==> src/rtl/config_pkg.sv <==
// Shared types for the ALU packet parser: opcodes, parser states and header size.
package config_pkg;

    typedef enum logic [7:0] {
        OP_ECHO = 8'hEC,
        OP_ADD  = 8'hAD,
        OP_MUL  = 8'h88,
        OP_DIV  = 8'h99
    } opcode_e;

    localparam int unsigned HEADER_BYTES = 4;

    typedef enum logic [2:0] {
        ST_OPCODE,
        ST_RSVD,
        ST_LEN_LO,
        ST_LEN_HI,
        ST_CMD,
        ST_ECHO,
        ST_OPERAND,
        ST_DRAIN
    } parser_state_e;

    function automatic logic is_known_opcode(input logic [7:0] op);
        return (op == OP_ECHO) || (op == OP_ADD) || (op == OP_MUL) || (op == OP_DIV);
    endfunction

    function automatic logic is_arith_opcode(input logic [7:0] op);
        return (op == OP_ADD) || (op == OP_MUL) || (op == OP_DIV);
    endfunction

endpackage

==> src/rtl/alu_packet_parser.sv <==
// Byte-stream packet decoder feeding the ALU: header decode, echo pass-through, operand assembly.
// Optional inter-byte idle timeout is enabled by defining ALU_PARSER_TIMEOUT_EN.
//
// state      | meaning
// OPCODE     | waiting for the opcode byte
// RSVD       | reserved byte, value ignored
// LEN_LO     | low byte of total length
// LEN_HI     | high byte of total length; header validated on accept
// CMD        | presenting opcode/length downstream
// ECHO       | payload bytes passed straight through
// OPERAND    | payload packed into 32-bit little-endian words
// DRAIN      | discarding payload of a rejected packet
module alu_packet_parser
    import config_pkg::*;
#(
    parameter int unsigned TimeoutCycles = 12_000_000
) (
    input  logic        clk_i,
    input  logic        rst_ni,
    input  logic [7:0]  rx_data_i,
    input  logic        rx_valid_i,
    output logic        rx_ready_o,
    output logic [7:0]  cmd_o,
    output logic [15:0] len_o,
    output logic        cmd_valid_o,
    input  logic        cmd_ready_i,
    output logic [7:0]  echo_data_o,
    output logic        echo_valid_o,
    input  logic        echo_ready_i,
    output logic [31:0] operand_o,
    output logic        operand_last_o,
    output logic        operand_valid_o,
    input  logic        operand_ready_i,
    output logic        err_o
);

    localparam logic [15:0] HDR_LEN = 16'(HEADER_BYTES);

    if (TimeoutCycles == 0) begin : g_timeout_check
        $error("TimeoutCycles must be nonzero");
    end

    parser_state_e r_state;
    parser_state_e w_state_next;

    logic [7:0]  r_opcode;
    logic [15:0] r_len;
    logic [15:0] r_remaining;
    logic [31:0] r_operand;
    logic [1:0]  r_byte_cnt;
    logic        r_operand_valid;
    logic        r_operand_last;
    logic        r_err;

    logic        w_rx_fire;
    logic [15:0] w_len_full;
    logic [15:0] w_payload;
    logic        w_hdr_short;
    logic        w_hdr_arith_bad;
    logic        w_hdr_err;
    logic        w_last_byte;
    logic        w_op_stall;
    logic        w_op_accept;
    logic        w_timeout;

    assign w_rx_fire   = rx_valid_i && rx_ready_o;
    assign w_len_full  = {rx_data_i, r_len[7:0]};
    assign w_payload   = w_len_full - HDR_LEN;
    assign w_hdr_short = w_len_full < HDR_LEN;
    assign w_hdr_arith_bad = is_arith_opcode(r_opcode) &&
                             ((w_payload < 16'd8) || (w_payload[1:0] != 2'b00));
    assign w_hdr_err   = w_hdr_short || !is_known_opcode(r_opcode) || w_hdr_arith_bad;
    assign w_last_byte = (r_remaining == 16'd1);
    assign w_op_stall  = r_operand_valid && !operand_ready_i;
    assign w_op_accept = r_operand_valid && operand_ready_i;

`ifdef ALU_PARSER_TIMEOUT_EN
    localparam logic [31:0] IDLE_LIMIT = 32'(TimeoutCycles - 1);

    logic [31:0] r_idle_cnt;
    logic        w_idle_active;
    logic        w_down_stall;

    // A stalled downstream consumer is not an idle upstream, so the count pauses.
    assign w_down_stall  = (echo_valid_o && !echo_ready_i) || w_op_stall;
    assign w_idle_active = (r_state != ST_OPCODE) && (r_state != ST_CMD);
    assign w_timeout     = w_idle_active && !w_rx_fire && !w_down_stall &&
                           (r_idle_cnt == IDLE_LIMIT);

    always_ff @(posedge clk_i or negedge rst_ni) begin
        if (!rst_ni) begin
            r_idle_cnt <= '0;
        end else if (!w_idle_active || w_rx_fire || w_timeout) begin
            r_idle_cnt <= '0;
        end else if (!w_down_stall) begin
            r_idle_cnt <= r_idle_cnt + 32'd1;
        end
    end
`else
    assign w_timeout = 1'b0;
`endif

    always_ff @(posedge clk_i or negedge rst_ni) begin
        if (!rst_ni) begin
            r_state <= ST_OPCODE;
        end else begin
            r_state <= w_state_next;
        end
    end

    always_comb begin
        w_state_next = r_state;
        if (w_timeout) begin
            w_state_next = ST_OPCODE;
        end else begin
            case (r_state)
                ST_OPCODE:  if (w_rx_fire) w_state_next = ST_RSVD;
                ST_RSVD:    if (w_rx_fire) w_state_next = ST_LEN_LO;
                ST_LEN_LO:  if (w_rx_fire) w_state_next = ST_LEN_HI;
                ST_LEN_HI: begin
                    if (w_rx_fire) begin
                        if (w_hdr_short || (w_payload == 16'd0 && w_hdr_err)) begin
                            w_state_next = ST_OPCODE;
                        end else if (w_hdr_err) begin
                            w_state_next = ST_DRAIN;
                        end else begin
                            w_state_next = ST_CMD;
                        end
                    end
                end
                ST_CMD: begin
                    if (cmd_ready_i) begin
                        if (r_remaining == 16'd0) begin
                            w_state_next = ST_OPCODE;
                        end else if (r_opcode == OP_ECHO) begin
                            w_state_next = ST_ECHO;
                        end else begin
                            w_state_next = ST_OPERAND;
                        end
                    end
                end
                ST_ECHO:    if (w_rx_fire && w_last_byte) w_state_next = ST_OPCODE;
                ST_OPERAND: if (w_op_accept && r_operand_last) w_state_next = ST_OPCODE;
                ST_DRAIN:   if (w_rx_fire && w_last_byte) w_state_next = ST_OPCODE;
                default:    w_state_next = ST_OPCODE;
            endcase
        end
    end

    always_comb begin
        rx_ready_o   = 1'b0;
        cmd_valid_o  = 1'b0;
        echo_valid_o = 1'b0;
        case (r_state)
            ST_OPCODE, ST_RSVD, ST_LEN_LO, ST_LEN_HI: rx_ready_o = 1'b1;
            ST_CMD:     cmd_valid_o = 1'b1;
            ST_ECHO: begin
                echo_valid_o = rx_valid_i;
                rx_ready_o   = echo_ready_i;
            end
            // Once the final byte is in, hold off the next packet until the last word leaves.
            ST_OPERAND: rx_ready_o = (r_remaining != 16'd0) && !w_op_stall;
            ST_DRAIN:   rx_ready_o = 1'b1;
            default:    rx_ready_o = 1'b0;
        endcase
    end

    always_ff @(posedge clk_i or negedge rst_ni) begin
        if (!rst_ni) begin
            r_opcode        <= '0;
            r_len           <= '0;
            r_remaining     <= '0;
            r_operand       <= '0;
            r_byte_cnt      <= '0;
            r_operand_valid <= 1'b0;
            r_operand_last  <= 1'b0;
            r_err           <= 1'b0;
        end else begin
            r_err <= 1'b0;
            if (w_timeout) begin
                r_err           <= 1'b1;
                r_operand_valid <= 1'b0;
                r_operand_last  <= 1'b0;
                r_byte_cnt      <= '0;
                r_remaining     <= '0;
            end else begin
                if (w_op_accept) begin
                    r_operand_valid <= 1'b0;
                    r_operand_last  <= 1'b0;
                end
                case (r_state)
                    ST_OPCODE: if (w_rx_fire) r_opcode <= rx_data_i;
                    ST_LEN_LO: if (w_rx_fire) r_len[7:0] <= rx_data_i;
                    ST_LEN_HI: begin
                        if (w_rx_fire) begin
                            r_len[15:8] <= rx_data_i;
                            r_byte_cnt  <= '0;
                            r_err       <= w_hdr_err;
                            r_remaining <= w_hdr_short ? 16'd0 : w_payload;
                        end
                    end
                    ST_ECHO, ST_DRAIN: begin
                        if (w_rx_fire) r_remaining <= r_remaining - 16'd1;
                    end
                    ST_OPERAND: begin
                        if (w_rx_fire) begin
                            r_operand   <= {rx_data_i, r_operand[31:8]};
                            r_byte_cnt  <= r_byte_cnt + 2'd1;
                            r_remaining <= r_remaining - 16'd1;
                            if (r_byte_cnt == 2'd3) begin
                                r_operand_valid <= 1'b1;
                                r_operand_last  <= w_last_byte;
                            end
                        end
                    end
                    default: ;
                endcase
            end
        end
    end

    assign cmd_o           = r_opcode;
    assign len_o           = r_len;
    assign echo_data_o     = rx_data_i;
    assign operand_o       = r_operand;
    assign operand_valid_o = r_operand_valid;
    assign operand_last_o  = r_operand_last;
    assign err_o           = r_err;

endmodule
==> config.mk <==
export PLATFORM = sky130hd
export DESIGN_NAME = alu_packet_parser
export DESIGN_NICKNAME = d
export VERILOG_FILES = /design/src/rtl/config_pkg.sv /design/src/rtl/alu_packet_parser.sv
export SDC_FILE = /design/constraint.sdc
export NUM_CORES = 1
export LEC_CHECK = 0
export CAP_MARGIN = 25
export CORE_MARGIN = 5
export CORE_UTILIZATION = 52
export CTS_CLUSTER_SIZE = 14
export DETAILED_ROUTE_END_ITERATION = 10
export HOLD_SLACK_MARGIN = 0.1
export PLACE_DENSITY = 0.8
export SYNTH_ARGS = -nofsm -noshare
export SYNTH_HDL_FRONTEND = slang
export SYNTH_SLANG_ARGS = --single-unit
==> constraint.sdc <==
create_clock -name clk_i -period 3.25 [get_ports clk_i]
set_clock_uncertainty 0.05 [all_clocks]
set_input_delay 0.975 -clock clk_i [delete_from_list [all_inputs] [get_ports clk_i]]
set_output_delay 0.975 -clock clk_i [all_outputs]
set_load 0.1 [all_outputs]
==> metrics <==
largest net degree at the start of global routing 81; Via-to-Cell Ratio 5.78; Reg2Reg Launch Point len_o[2]; final worst-path cycle share 0.962; Net Count, Synth 442; routed wire length 10800 µm; clk buf depth 2; HPWL after detailed placement 7600 µm; layout net count 524; Hold Path Class primary input to asynchronous set/reset pin; commonest non-fill, non-tap cell in the layout buf_4; ANT nets after route 0; GRT Total Usage 0.217; first drt pass iteration count 4; initial antenna violation count 0; clock root cell clkbuf_8; I/O Pins 84; CP startpoint r_remaining[1]; Sink Count 80; die height 101 µm; number of port buffers 83; crit path to rx_ready_o; Post-synth EDFFs 0; Max stage delay on crit path 0.42 ns; GP Congestion 0.878; Hold Buf Count CTS 0; status finished, final reports clean; Die W 101 µm; TNS Setup 0 ns; final-report max-slew violation count 0; Yosys reg bits 80; worst skew pair latency 0.37 ns; slew of the pin with the lowest slew margin 0.675 ns; DR iter-0 viols 217; Slowest-stage cell, CP dfrtp_1; WS Path Type register to primary output; vias in the first global route 3459; worst path cell trace inv_1 -> ha_4 -> nor4b_4 -> and3_4 -> a21oi_2 -> a21oi_1 -> o21ai_2 -> buf_12; sequential area share after synthesis 0.468; worst path required time 2.22 ns; RSZ-0062 raised after global routing false; signal arrival time at the worst endpoint 2.10 ns; r2r endpoint r_state[0]; Async SR Flop Fraction 1.00; Remaining DRCs 0; mapped cell area 4280 µm²; most frequent cells in the layout 86 x buf_4, 79 x dfrtp_1, 54 x mux2_2; CTS tree built; Core Box Area 8130 µm²; Relative slew margins 0.548; Reg clk slew, reported paths 0.09 ns; Max Fclk 320 MHz; R2R depth 8; first-pass GRT wire length 17500 µm; P&R area growth vs syn 27.4%; Ys Warns 0; critical path startpoint category register; Final min period 3.13 ns; max-cap violations 0; Reg2Reg Setup Slack 0.68 ns; top_reg_cell synth dfrtp_1; Netlist cell types 52; Avg WL per Cell 17.5 µm; number of H-tree levels 3; syn avg cell area 10.1 µm²; # diodes 0; crit path max fanout 4; Hold Violations, Final 0; cells after synthesis 423; Row Count 33; Vias 3557; GRT overflow 0; endpoints failing setup 0; CP endpoint kind primary output; TritonCTS Buffers 9; Die Footprint 10100 µm²; initial core utilization 0.526; share of cells above drive strength 1 0.349
[area by class of cell]
class / count / area, µm²
repair buffers: 110 / 1010
flip-flops and latches: 80 / 2000
well taps: 105 / 131
clock inverters: 6 / 75.1
clock buffers: 10 / 138
inverters: 9 / 33.8
multi-input cells: 295 / 2060
fillers: 618 / 2680
[synth_stat cells (all sizes together) (3+ instances only)]
cell / number / share of area
a21oi: 21 / 0.025
a22oi: 5 / 0.0088
a31oi: 9 / 0.017
and3: 4 / 0.0058
buf: 20 / 0.032
clkbuf: 19 / 0.017
dfrtp: 80 / 0.47
ha: 5 / 0.015
inv: 9 / 0.0079
mux2: 54 / 0.14
nand2: 23 / 0.020
nand2b: 4 / 0.0058
nand3: 6 / 0.0070
nand4: 9 / 0.013
nand4b: 3 / 0.0061
nor2: 45 / 0.039
nor2b: 4 / 0.0058
nor3: 17 / 0.021
nor4: 7 / 0.010
o21a: 4 / 0.0070
o21ai: 30 / 0.035
o22a: 3 / 0.0061
xnor2: 4 / 0.0082
xor2: 6 / 0.012
[sequential cells by signal, summed over array words and instances (netlist names), 2 cells and up]
| register | count |
|---|---|
| r_byte_cnt | 2 |
| r_state | 3 |
| r_remaining | 16 |
| cmd_o | 8 |
| operand_o | 32 |
| len_o | 16 |
[metal layers]
metal,up-vias,part of all wire,global-route usage
met3,16,0.053,0.0519
met4,0,0.022,0.0684
li1,1677,-,-
met1,1752,0.43,0.299
met2,112,0.49,0.338
met5,-,0,0
[kinds of logic (layout without fill, tap and decap cells)]
logic type	Yosys count	in the layout	synth area share
adder cells (fa/ha/maj)	5	5	0.0146
flip-flops	80	80	0.468
multiplexers	56	56	0.147
AND/OR/NAND/NOR	130	130	0.153
buffers and inverters	48	135	0.0561
XOR/XNOR	10	10	0.0205
AO/OA/AOI/OAI	94	94	0.142
[repair_timing]
| action | CTS | global route |
|---|---|---|
| gates resized for setup | 2 | 5 |
| pin swaps | 1 | 1 |
| setup buffers | 0 | 1 |
| endpoints found under the setup margin | 1 | 1 |
[worst min path at each step]
stage | start | to | slack (ns) | depth (start not counted)
after floorplan | r_byte_cnt[0] | r_byte_cnt[0] | 0.40 | 1
after global placement | r_byte_cnt[0] | r_byte_cnt[0] | 0.42 | 1
after detailed placement | r_byte_cnt[0] | r_byte_cnt[0] | 0.43 | 1
after CTS | r_byte_cnt[0] | r_byte_cnt[0] | 0.44 | 1
after global routing | rst_ni | r_remaining[0] | 0.35 | 1
final | rst_ni | r_remaining[4] | 0.36 | 1
[worst max-delay path, delay by kind of cell (launching register included)]
family / cells / cell delay (ns)
compound gates: 3 / 0.35
fa+ha+maj: 1 / 0.17
buf+inv: 2 / 0.31
flops: 1 / 0.42
simple gates: 2 / 0.48
[metrics by stage]
stage / util / hold WS, ns / setup WS, ns / area (µm²) / cells
finish: 0.671 / 0.364 / 0.125 / 5460 / 615
global route: 0.671 / 0.354 / 0.00420 / 5460 / 615
CTS: 0.664 / 0.444 / 0.0256 / 5400 / 613
detailed placement: 0.638 / 0.430 / -0.00533 / 5190 / 597
global placement: 0.638 / 0.422 / 0.0356 / 5190 / 597
floorplan: - / 0.405 / 0.0621 / 4290 / 423
Power is left out: the tool's default activity adds up to more than one toggle a clock period on the data nets, which glitch-free logic cannot reach.
